$ cat config.mk
export PLATFORM = sky130hd
export DESIGN_NAME = mips_muldiv_unit_flat
export DESIGN_NICKNAME = d
export VERILOG_FILES = /design/src/rtl/mips_muldiv_unit_if.sv /design/src/rtl/mips_muldiv_unit.sv /design/src/flat_wrapper.sv
export SDC_FILE = /design/constraint.sdc
export NUM_CORES = 1
export LEC_CHECK = 0
export CAP_MARGIN = 20
export CORE_ASPECT_RATIO = 0.9
export CORE_MARGIN = 3
export CORE_UTILIZATION = 50
export DETAILED_ROUTE_END_ITERATION = 8
export GPL_TIMING_DRIVEN = 0
export PLACE_DENSITY = 0.69
export REMOVE_ABC_BUFFERS = 1
export SETUP_SLACK_MARGIN = 0.15
export SLEW_MARGIN = 20
export SYNTH_ARGS = -nofsm -noshare
export SYNTH_HDL_FRONTEND = slang
export SYNTH_SLANG_ARGS = --single-unit
$ cat constraint.sdc
create_clock -name CLK -period 22.6 [get_ports CLK]
set_input_delay 4.52 -clock CLK [delete_from_list [all_inputs] [get_ports CLK]]
set_output_delay 4.52 -clock CLK [all_outputs]
set_load 0.01 [all_outputs]
$ cat src/rtl/mips_muldiv_unit_if.sv
// Control-path bundle for the HI/LO multiply/divide unit: start/busy/done
// handshake, operands, MTHI/MTLO write port and HI/LO read-back.
interface mips_muldiv_unit_if #(
    parameter int WIDTH = 32
);
    logic             start;
    logic [1:0]       op;
    logic [WIDTH-1:0] ina;
    logic [WIDTH-1:0] inb;
    logic             wr_hi;
    logic             wr_lo;
    logic [WIDTH-1:0] wdata;
    logic             busy;
    logic             done;
    logic [WIDTH-1:0] hi;
    logic [WIDTH-1:0] lo;
    logic             div_zero;

    modport master (
        output start, op, ina, inb, wr_hi, wr_lo, wdata,
        input  busy, done, hi, lo, div_zero
    );

    modport slave (
        input  start, op, ina, inb, wr_hi, wr_lo, wdata,
        output busy, done, hi, lo, div_zero
    );
endinterface

$ cat src/rtl/mips_muldiv_unit.sv
// Iterative MULT/MULTU/DIV/DIVU unit owning HI/LO, one radix-2 step per clock.
// Define MULDIV_EARLY_OUT_EN to finish multiplies once the remaining multiplier bits are zero.
module mips_muldiv_unit #(
    parameter int WIDTH = 32,
    parameter int CNT_W = $clog2(WIDTH)
) (
    input  logic              CLK,
    input  logic              RST_N,
    mips_muldiv_unit_if.slave bus
);
    typedef enum logic [1:0] {IDLE, RUN, FIN} state_t;

    state_t               state;
    state_t               state_nxt;
    logic [CNT_W-1:0]     cnt;
    logic [1:0]           op_reg;
    logic                 prod_neg;
    logic                 rem_neg;
    logic                 fin_hold;
    logic                 dz_reg;
    logic                 done_reg;
    logic [WIDTH-1:0]     hi_reg;
    logic [WIDTH-1:0]     lo_reg;
    logic [2*WIDTH-1:0]   acc;
    logic [2*WIDTH-1:0]   mcand;
    logic [WIDTH-1:0]     mplr;

    logic                 start_ok;
    logic                 dz_start;
    logic [WIDTH-1:0]     mag_a;
    logic [WIDTH-1:0]     mag_b;
    logic [2*WIDTH-1:0]   mul_sum;
    logic [WIDTH-1:0]     mplr_shift;
    logic [WIDTH:0]       rem_sh;
    logic                 q_bit;
    logic [WIDTH-1:0]     rem_sub;
    logic [2*WIDTH-1:0]   div_next;
    logic [2*WIDTH-1:0]   prod_fix;
    logic [WIDTH-1:0]     fin_hi;
    logic [WIDTH-1:0]     fin_lo;

    function automatic logic [WIDTH-1:0] neg_w(input logic [WIDTH-1:0] v, input logic en);
        return en ? (~v + WIDTH'(1)) : v;
    endfunction

    function automatic logic [2*WIDTH-1:0] neg_2w(input logic [2*WIDTH-1:0] v, input logic en);
        return en ? (~v + (2*WIDTH)'(1)) : v;
    endfunction

    assign start_ok = (state == IDLE) && bus.start;
    assign dz_start = start_ok && bus.op[1] && (bus.inb == '0);
    assign mag_a    = neg_w(bus.ina, bus.op[0] & bus.ina[WIDTH-1]);
    assign mag_b    = neg_w(bus.inb, bus.op[0] & bus.inb[WIDTH-1]);

    // Multiply: shift-add with the multiplicand walking left, multiplier right.
    assign mul_sum    = acc + (mplr[0] ? mcand : '0);
    assign mplr_shift = mplr >> 1;

    // Divide: acc holds {remainder, dividend/quotient}; restoring step.
    assign rem_sh   = {acc[2*WIDTH-1:WIDTH], acc[WIDTH-1]};
    assign q_bit    = rem_sh >= {1'b0, mcand[WIDTH-1:0]};
    assign rem_sub  = rem_sh[WIDTH-1:0] - mcand[WIDTH-1:0];
    assign div_next = {(q_bit ? rem_sub : rem_sh[WIDTH-1:0]), acc[WIDTH-2:0], q_bit};

    assign prod_fix = neg_2w(acc, prod_neg);

    always_comb begin
        fin_hi = prod_fix[2*WIDTH-1:WIDTH];
        fin_lo = prod_fix[WIDTH-1:0];
        if (dz_reg) begin
            fin_hi = acc[2*WIDTH-1:WIDTH];
            fin_lo = '1;
        end else if (op_reg[1]) begin
            fin_hi = neg_w(acc[2*WIDTH-1:WIDTH], rem_neg);
            fin_lo = neg_w(acc[WIDTH-1:0], prod_neg);
        end
    end

    always_comb begin
        state_nxt = state;
        case (state)
            IDLE: if (bus.start) state_nxt = dz_start ? FIN : RUN;
            RUN: begin
                if (cnt == CNT_W'(WIDTH - 1)) state_nxt = FIN;
`ifdef MULDIV_EARLY_OUT_EN
                else if (!op_reg[1] && (mplr_shift == '0)) state_nxt = FIN;
`endif
            end
            FIN: if (!fin_hold) state_nxt = IDLE;
            default: state_nxt = IDLE;
        endcase
    end

    always_ff @(posedge CLK) begin
        if (!RST_N) begin
            state    <= IDLE;
            cnt      <= '0;
            done_reg <= 1'b0;
            dz_reg   <= 1'b0;
            fin_hold <= 1'b0;
            hi_reg   <= '0;
            lo_reg   <= '0;
        end else begin
            state    <= state_nxt;
            done_reg <= 1'b0;
            case (state)
                IDLE: begin
                    if (bus.start) begin
                        cnt      <= '0;
                        dz_reg   <= dz_start;
                        fin_hold <= dz_start;
                    end else begin
                        if (bus.wr_hi) hi_reg <= bus.wdata;
                        if (bus.wr_lo) lo_reg <= bus.wdata;
                    end
                end
                RUN: cnt <= cnt + CNT_W'(1);
                FIN: begin
                    // Zero-divisor results spend one extra cycle in FIN.
                    if (fin_hold) begin
                        fin_hold <= 1'b0;
                    end else begin
                        hi_reg   <= fin_hi;
                        lo_reg   <= fin_lo;
                        done_reg <= 1'b1;
                    end
                end
                default: ;
            endcase
        end
    end

    always_ff @(posedge CLK) begin
        if (start_ok) begin
            op_reg   <= bus.op;
            prod_neg <= bus.op[0] & (bus.ina[WIDTH-1] ^ bus.inb[WIDTH-1]);
            rem_neg  <= bus.op[0] & bus.ina[WIDTH-1];
            mplr     <= mag_b;
            if (bus.op[1]) begin
                acc   <= dz_start ? {bus.ina, {WIDTH{1'b0}}} : {{WIDTH{1'b0}}, mag_a};
                mcand <= {{WIDTH{1'b0}}, mag_b};
            end else begin
                acc   <= '0;
                mcand <= {{WIDTH{1'b0}}, mag_a};
            end
        end else if (state == RUN) begin
            if (op_reg[1]) begin
                acc <= div_next;
            end else begin
                acc   <= mul_sum;
                mcand <= mcand << 1;
                mplr  <= mplr_shift;
            end
        end
    end

    assign bus.busy     = (state != IDLE);
    assign bus.done     = done_reg;
    assign bus.hi       = hi_reg;
    assign bus.lo       = lo_reg;
    assign bus.div_zero = dz_reg;
endmodule

$ cat src/flat_wrapper.sv
// flat-port wrapper written by rule: the top's interface ports become plain ports
module mips_muldiv_unit_flat 
#(
    parameter int WIDTH = 32,
    parameter int CNT_W = $clog2(WIDTH)
)
  (CLK, RST_N, bus_start, bus_op, bus_ina, bus_inb, bus_wr_hi, bus_wr_lo, bus_wdata, bus_busy, bus_done, bus_hi, bus_lo, bus_div_zero);
  mips_muldiv_unit_if #(.WIDTH(WIDTH)) bus_i ();
  input  logic CLK;
  input  logic RST_N;
  input wire logic [$bits(bus_i.start)-1:0] bus_start;
  input wire logic [$bits(bus_i.op)-1:0] bus_op;
  input wire logic [$bits(bus_i.ina)-1:0] bus_ina;
  input wire logic [$bits(bus_i.inb)-1:0] bus_inb;
  input wire logic [$bits(bus_i.wr_hi)-1:0] bus_wr_hi;
  input wire logic [$bits(bus_i.wr_lo)-1:0] bus_wr_lo;
  input wire logic [$bits(bus_i.wdata)-1:0] bus_wdata;
  output wire logic [$bits(bus_i.busy)-1:0] bus_busy;
  output wire logic [$bits(bus_i.done)-1:0] bus_done;
  output wire logic [$bits(bus_i.hi)-1:0] bus_hi;
  output wire logic [$bits(bus_i.lo)-1:0] bus_lo;
  output wire logic [$bits(bus_i.div_zero)-1:0] bus_div_zero;
  assign bus_i.start = bus_start;
  assign bus_i.op = bus_op;
  assign bus_i.ina = bus_ina;
  assign bus_i.inb = bus_inb;
  assign bus_i.wr_hi = bus_wr_hi;
  assign bus_i.wr_lo = bus_wr_lo;
  assign bus_i.wdata = bus_wdata;
  assign bus_busy = bus_i.busy;
  assign bus_done = bus_i.done;
  assign bus_hi = bus_i.hi;
  assign bus_lo = bus_i.lo;
  assign bus_div_zero = bus_i.div_zero;
  mips_muldiv_unit #(.WIDTH(WIDTH), .CNT_W(CNT_W)) u_core (.CLK(CLK), .RST_N(RST_N), .bus(bus_i));
endmodule
==> results.cfg <==
[synth]
synth_top_family_by_area = compound AO/OA/AOI/OAI gates
muxShareOfSynthArea_pct = 2.22
synth_sequential_area_ratio_pct = 33.2
synth_flop_cell = edfxtp_1
synth_fa_ha_area_share_pct = 6.80
synth-compound-area-share_pct = 24.7
synth_xor_area_share_pct = 9.27
avgSynthCellArea_sq_um = 8.31
synth-simple-area-share_pct = 19.4
netlist_area_sq_mm = 0.0192
synthArstFlopShare_pct = 0
ys_ff_latch = 237
synth_edf_count = 163
syn-instance-count = 2309
yosysWarnings = 0
ys_types = 73

[critical_path]
crit_top_cell = or3_4
start_kind = input port
crit_chain = clkdlybuf4s50_1 -> or4_4 -> or3_4 -> or3_1 -> or2_1 -> or3_4 -> nor3_2 -> nor3b_2 -> or3_2 -> nor2_1 -> a21oi_1 -> o21ai_0
cp-end-kind = flip-flop
crit_type = in -> reg
crit_fanout = 32
slowest_delay_ns = 0.66
worstPathRequired_ns = 22.90
cp_slowest_cell = or3_2
cp.arrival_ns = 8.75

[cells_and_area]
instances_no_fill = 2893
final_cell_mix = 243 x nand2_1, 205 x o21ai_0, 190 x a21oi_1
area_delta_synth_final_pct = 16.4
final_common_cell = nand2_1
diodes = 0
drive_gt1_share_pct = 4.81
reg_top3 = u_core.acc (64), u_core.mcand (64)
fin_util_pct = 59.5
fin_nets = 2593

[floorplan]
fp.dieH_um = 192
io_pins = 170
core_area_sq_mm = 0.0376
dieArea_sq_mm = 0.0407
rows = 67
initial_utilization_pct = 51.1
die_w_um = 212

[placed_design]
dp_cells = 2837
dp.final_hpwl_um = 50900
gp_congestion = 0.995
io_buffer_count = 169

[sta]
slew_headroom_pct = 21.8
report.final.slew_viol_count = 0
totalNegativeSetupSlack_ns = 0
fin_crit_sh_pct = 37.4
setup_viol = 0
final_hold_viol_count = 0
worst_slew_pin_slew_ns = 1.17
min_period_ns = 8.45
rsz0062_at_grt = false
fin_skew_ns = 0.0268
fmax_ghz = 0.118

[clocking]
clock_path_buffers = 3
cts_tree = done
cts_setup_buffers = 0
cts.sink_count = 237
clk_latency_ns = 0.58
cts_made_buffers = 30
cts_htree_levels = 1
cts_resized = 0
root_buffer = clkbuf_16
path_clk_slew_ns = 0.06
hold_buffers = 0

[global_routing]
grt_max_degree = 83
grt_pass1_wl_um = 99700
overflow = 0
antenna_found_initial = 1
track_usage_pct = 31.3
grt_pass1_vias = 17400

[routing]
num_vias = 18300
firstDrtPassIters = 5
drc_errors = 0
routed_via_density = 6.31
antenna_left = 0
drt_first_iter_violations = 1962
wl_per_cell_um = 22.6
totalWireLength_um = 65300

[min_path]
hold_class = reg -> reg

[run_status]
status = finished, final reports clean

[pwr]
p_leak_uw = 0.00853
p_per_area_mw_per_mm2 = 96.9
vdd_ir_drop_max_uv = 58.8

[flow_run]
maxCapViolations = 0
where the power goes:
part           switching [uW]  internal (uW)
Sequential                125            563
Clock                     199            273
Combinational             588            416
Total                     912           1250
final timing paths:
path                                        start           endpoint  slack (ns)  depth (start not counted)
worst max-delay path                   bus_inb[3]     u_core.acc[22]       14.15                         12
worst max register to register     u_core.mplr[0]     u_core.acc[56]       17.50                         13
worst min-delay path            u_core.bus.lo[10]  u_core.bus.lo[10]        0.46                          2
worst min register to register  u_core.bus.lo[10]  u_core.bus.lo[10]        0.46                          2
metrics by stage:
stage | hold WS [ns] | setup WS, ns | cell area (sq um) | total power, uW
final | 0.464 | 14.15 | 22300 | 2160
after global placement | 0.444 | 1.87 | 20900 | 1650
after global routing | 0.491 | 14.01 | 22300 | 2280
after floorplan | 0.445 | 10.10 | 18600 | 1340
after CTS | 0.466 | 14.24 | 22300 | 2140
after detailed placement | 0.458 | 13.63 | 21400 | 1670
per-layer routing:
metal	global-route usage [%]	vias to the layer above	share of wire, %
li1	-	8640	-
met1	44.7	8686	45
met2	49.1	811	44
met3	5.62	130	8.8
met4	8.08	2	2.8
met5	0	-	0.012
kinds of logic after synthesis:
kind of cell             count (synthesis)
AND/OR/NAND/NOR                        761
AO/OA/AOI/OAI                          751
flip-flops                             237
buffers and inverters                  213
XOR/XNOR                               203
adder cells (fa/ha/maj)                103
multiplexers                            41
synth_stat cells (11+ instances only):
cell type / instances / share of area [%]
nand2_1: 245 / 4.8
o21ai_0: 207 / 5.4
a21oi_1: 190 / 5.0
edfxtp_1: 163 / 26
nor2_1: 153 / 3.0
xnor2_1: 130 / 5.9
clkbuf_1: 118 / 2.3
and2_1: 107 / 3.5
ha_1: 101 / 6.6
dfxtp_1: 74 / 7.7
xor2_1: 73 / 3.3
inv_1: 70 / 1.4
a21o_1: 53 / 2.1
nand3_1: 48 / 1.3
nor3_1: 44 / 1.1
a21boi_0: 34 / 1.3
o221ai_1: 34 / 1.6
o22ai_1: 31 / 1.0
mux2i_1: 29 / 1.5
nand2b_1: 28 / 0.91
nand4_1: 28 / 0.91
o31ai_1: 24 / 0.94
or3_1: 24 / 0.78
o211ai_1: 22 / 0.86
o21bai_1: 21 / 0.82
a31oi_1: 20 / 0.65
nor2b_1: 18 / 0.59
buf_1: 16 / 0.31
nor4_1: 15 / 0.49
o41ai_1: 15 / 0.68
or4_1: 15 / 0.59
a22oi_1: 14 / 0.55
and3_1: 14 / 0.46
a211oi_1: 13 / 0.51
mux2_2: 12 / 0.70
o211a_1: 11 / 0.57
critical path: cells and delay by family:
| family | cells | cell delay [ns] |
|---|---|---|
| buf+inv | 1 | 0.50 |
| compound gates | 2 | 0.27 |
| simple gates | 9 | 3.44 |
layout make-up:
class / instances / area, sq um
Sequential cell: 237 / 6380
Fill cell: 3391 / 15200
Timing Repair Buffer: 188 / 2090
Clock inverter: 15 / 86.3
Clock buffer: 40 / 882
Tap cell: 483 / 604
Multi-Input combinational cell: 1859 / 12000
Inverter: 71 / 270
Note: power is estimated with default switching activity, not from simulation.
==> variant (same settings) <==
`WIDTH` is set to 32 in 3 places; all go to 16.
--- a/src/rtl/mips_muldiv_unit_if.sv
+++ b/src/rtl/mips_muldiv_unit_if.sv
@@ -2,5 +2,5 @@
 // handshake, operands, MTHI/MTLO write port and HI/LO read-back.
 interface mips_muldiv_unit_if #(
-    parameter int WIDTH = 32
+    parameter int WIDTH = 16
 );
     logic             start;
--- a/src/rtl/mips_muldiv_unit.sv
+++ b/src/rtl/mips_muldiv_unit.sv
@@ -2,5 +2,5 @@
 // Define MULDIV_EARLY_OUT_EN to finish multiplies once the remaining multiplier bits are zero.
 module mips_muldiv_unit #(
-    parameter int WIDTH = 32,
+    parameter int WIDTH = 16,
     parameter int CNT_W = $clog2(WIDTH)
 ) (
--- a/src/flat_wrapper.sv
+++ b/src/flat_wrapper.sv
@@ -2,5 +2,5 @@
 module mips_muldiv_unit_flat 
 #(
-    parameter int WIDTH = 32,
+    parameter int WIDTH = 16,
     parameter int CNT_W = $clog2(WIDTH)
 )
Interface: changed (5 resized); port bits go from 170 to 90. The function was not compared with the original's and may differ.
==> variant against the original RTL <==
Power is 49% lower; sequential power shrank 49%; non-clock buffer count fell by 90; worst setup slack gained 0.84 ns; cell area fell by 49%; sequential cell count shrank 113; synthesized area fell by 50%; wire length fell by 58%; largest power group unchanged; clock power decreased by 40%; combinational power down 53%; first-iteration DRC count down 55%; critical endpoint is now u_core.acc[30]$_DFFE_PP_.
==> variant: results (changes against the original RTL) <==
[outcome]
status = completed

[timing]
worstMarginPinSlew_ns = 1.06  ; -0.118 ns
setup_viol_count_final = 0  ; unchanged
timing.setup.tns_ns = 0  ; unchanged
skew_ns = 0.0107  ; -0.0162 ns

[power]
ir_worst_vdd_uv = 65.0  ; +11%
p_switching_uw = 422  ; -54%
leakage_uw = 0.00441  ; -48%

[logic_synthesis]
ys_types = 75  ; +2.7%
synth_common_cells = nand2_1, o21ai_0, edfxtp_1, a21oi_1, nor2_1
yosysSeqAreaShare_pct = 34.8  ; +1.6 points
synth-edff-count = 83  ; -49%
yosysWarnings = 0  ; unchanged
synth_top_cells_by_area = edfxtp_1, dfxtp_1, ha_1
synth_ff_type = edfxtp_1
postSynthAreaPerCell_um2 = 8.60  ; +3.6%

[layout]
stdcell_count = 1429  ; -51%
top_regs = u_core.acc: 32 flops, u_core.mcand: 32 flops
nets = 1281  ; -51%
layout-drive-gt1-share_pct = 5.83  ; +1.0 points
n_fill_cell = 1704  ; -50%

[setup_path]
r2r_start = u_core.mplr[0]$_DFFE_PP_
r2r_setup_slack_ns = 18.48  ; +0.98 ns
path_max_fanout = 70  ; +120%
worstPathArrival_ns = 7.78  ; -0.97 ns
r2r-end = u_core.acc[30]$_DFFE_PP_
r2r_cells = 12  ; -1

[clocking]
post_cts_buffers = 0  ; unchanged
cts.path.max_buffers = 2  ; -1
htree_levels = 4  ; +3
clk_latency_ns = 0.43  ; -0.15 ns
cts_buffers = 17  ; -43%

[global_routing]
grt_pass1_wl_um = 43400  ; -57%
grt_util_all_layers_pct = 27.1  ; -4.2 points
grt_max_degree = 71  ; -14%
gr-usage-met1_pct = 38.6  ; -6.1 points
grt_pass1_vias = 7897  ; -55%
grtUsageMet2_pct = 41.2  ; -8.0 points
met3_usage_pct = 5.46  ; -0.15 points

[hold_path]
hp-class = flop to flop
worstHoldEndpoint = u_core.bus.hi[2]$_SDFFE_PN0P_
hold_start = u_core.bus.hi[2]$_SDFFE_PN0P_
min_path_cells = 2  ; unchanged

[drt]
drt-total-wl_um = 27500  ; -58%
viasPerCell = 6.04  ; -4.3%
drtIter0Drc = 891  ; -55%
firstDrtPassIters = 5  ; unchanged

[place]
port_buffers = 89  ; -47%
gp_congestion = 0.943  ; -5.2%
hpwl_um = 20400  ; -60%

[job]
drv_cap = 0  ; unchanged

## variant: cell count changes in the layout (fill, tap and decap cells not counted), sizes merged, moves of 31 or more
cell,change
xnor2,-75
clkdlybuf4s50,-80
o21ai,-119
a21o,-31
and2,-55
nand2,-106
a21oi,-109
ha,-49
nand3,-34
edfxtp,-80
nor2,-73
xor2,-37
nor3,-31
dfxtp,-33
## variant: power groups by stage
stage          clock network, uW  registers [uW]  logic [uW]
3_3_place_gp                   0             350         435
2_1_floorplan                  0             328         343
5_1_grt                      293             352         517
4_1_cts                      284             347         458
6_report                     281             348         467
3_5_place_dp                   0             352         453
## variant: worst max-delay path, cell delays in order
cell	delay (ns)
clkdlybuf4s50_1	0.50
nand2_4	0.55
clkinv_1	0.71
buf_8	0.37
nand2_1	0.11
nor2_2	0.13
buf_8	0.18
a32oi_1	0.14
o31ai_1	0.09
or3b_1	0.40
## variant: layout make-up
class	count	area share (%)
inverters	44	1.46
multi-input cells	887	52.0
well taps	245	2.71
clock inverters	2	0.0996
flip-flops and latches	124	29.3
clock buffers	29	5.28
repair buffers	98	9.15
## variant: routing by layer
layer,share of wire (%),routed length (um),vias to the layer above
li1,-,-,4167
met1,44,12100,3991
met2,43,11900,415
met3,10,2760,59
met4,2.8,757,0
met5,0,0,-
## variant: stage by stage
step                total power, uW  util (%)  worst slack, ns  hold slack, ns  area (um2)
detailed placement              805      57.5            14.29           0.455       10700
global placement                786      56.8            11.79           0.446       10500
global route                   1160      61.0            14.73           0.486       11300
CTS                            1090      60.8            14.73           0.461       11300
floorplan                       671         -            14.36           0.442        9320
finish                         1100      61.0            14.99           0.454       11300
## variant: worst max-delay path by stage
stage,from,end
CTS,bus_start,u_core.acc[30]$_DFFE_PP_
floorplan,bus_start,u_core.mcand[0]$_SDFFCE_PN0P_
finish,bus_start,u_core.acc[30]$_DFFE_PP_
detailed placement,bus_start,u_core.acc[30]$_DFFE_PP_
global placement,bus_start,u_core.mplr[3]$_DFFE_PP_
global route,bus_start,u_core.acc[30]$_DFFE_PP_
## variant: cell families after synthesis
group | synth area share, %
mux | 2.24
flops | 34.8
buf+inv | 3.80
compound gates | 24.4
xor+xnor | 8.37
fa+ha+maj | 7.26
simple gates | 19.2
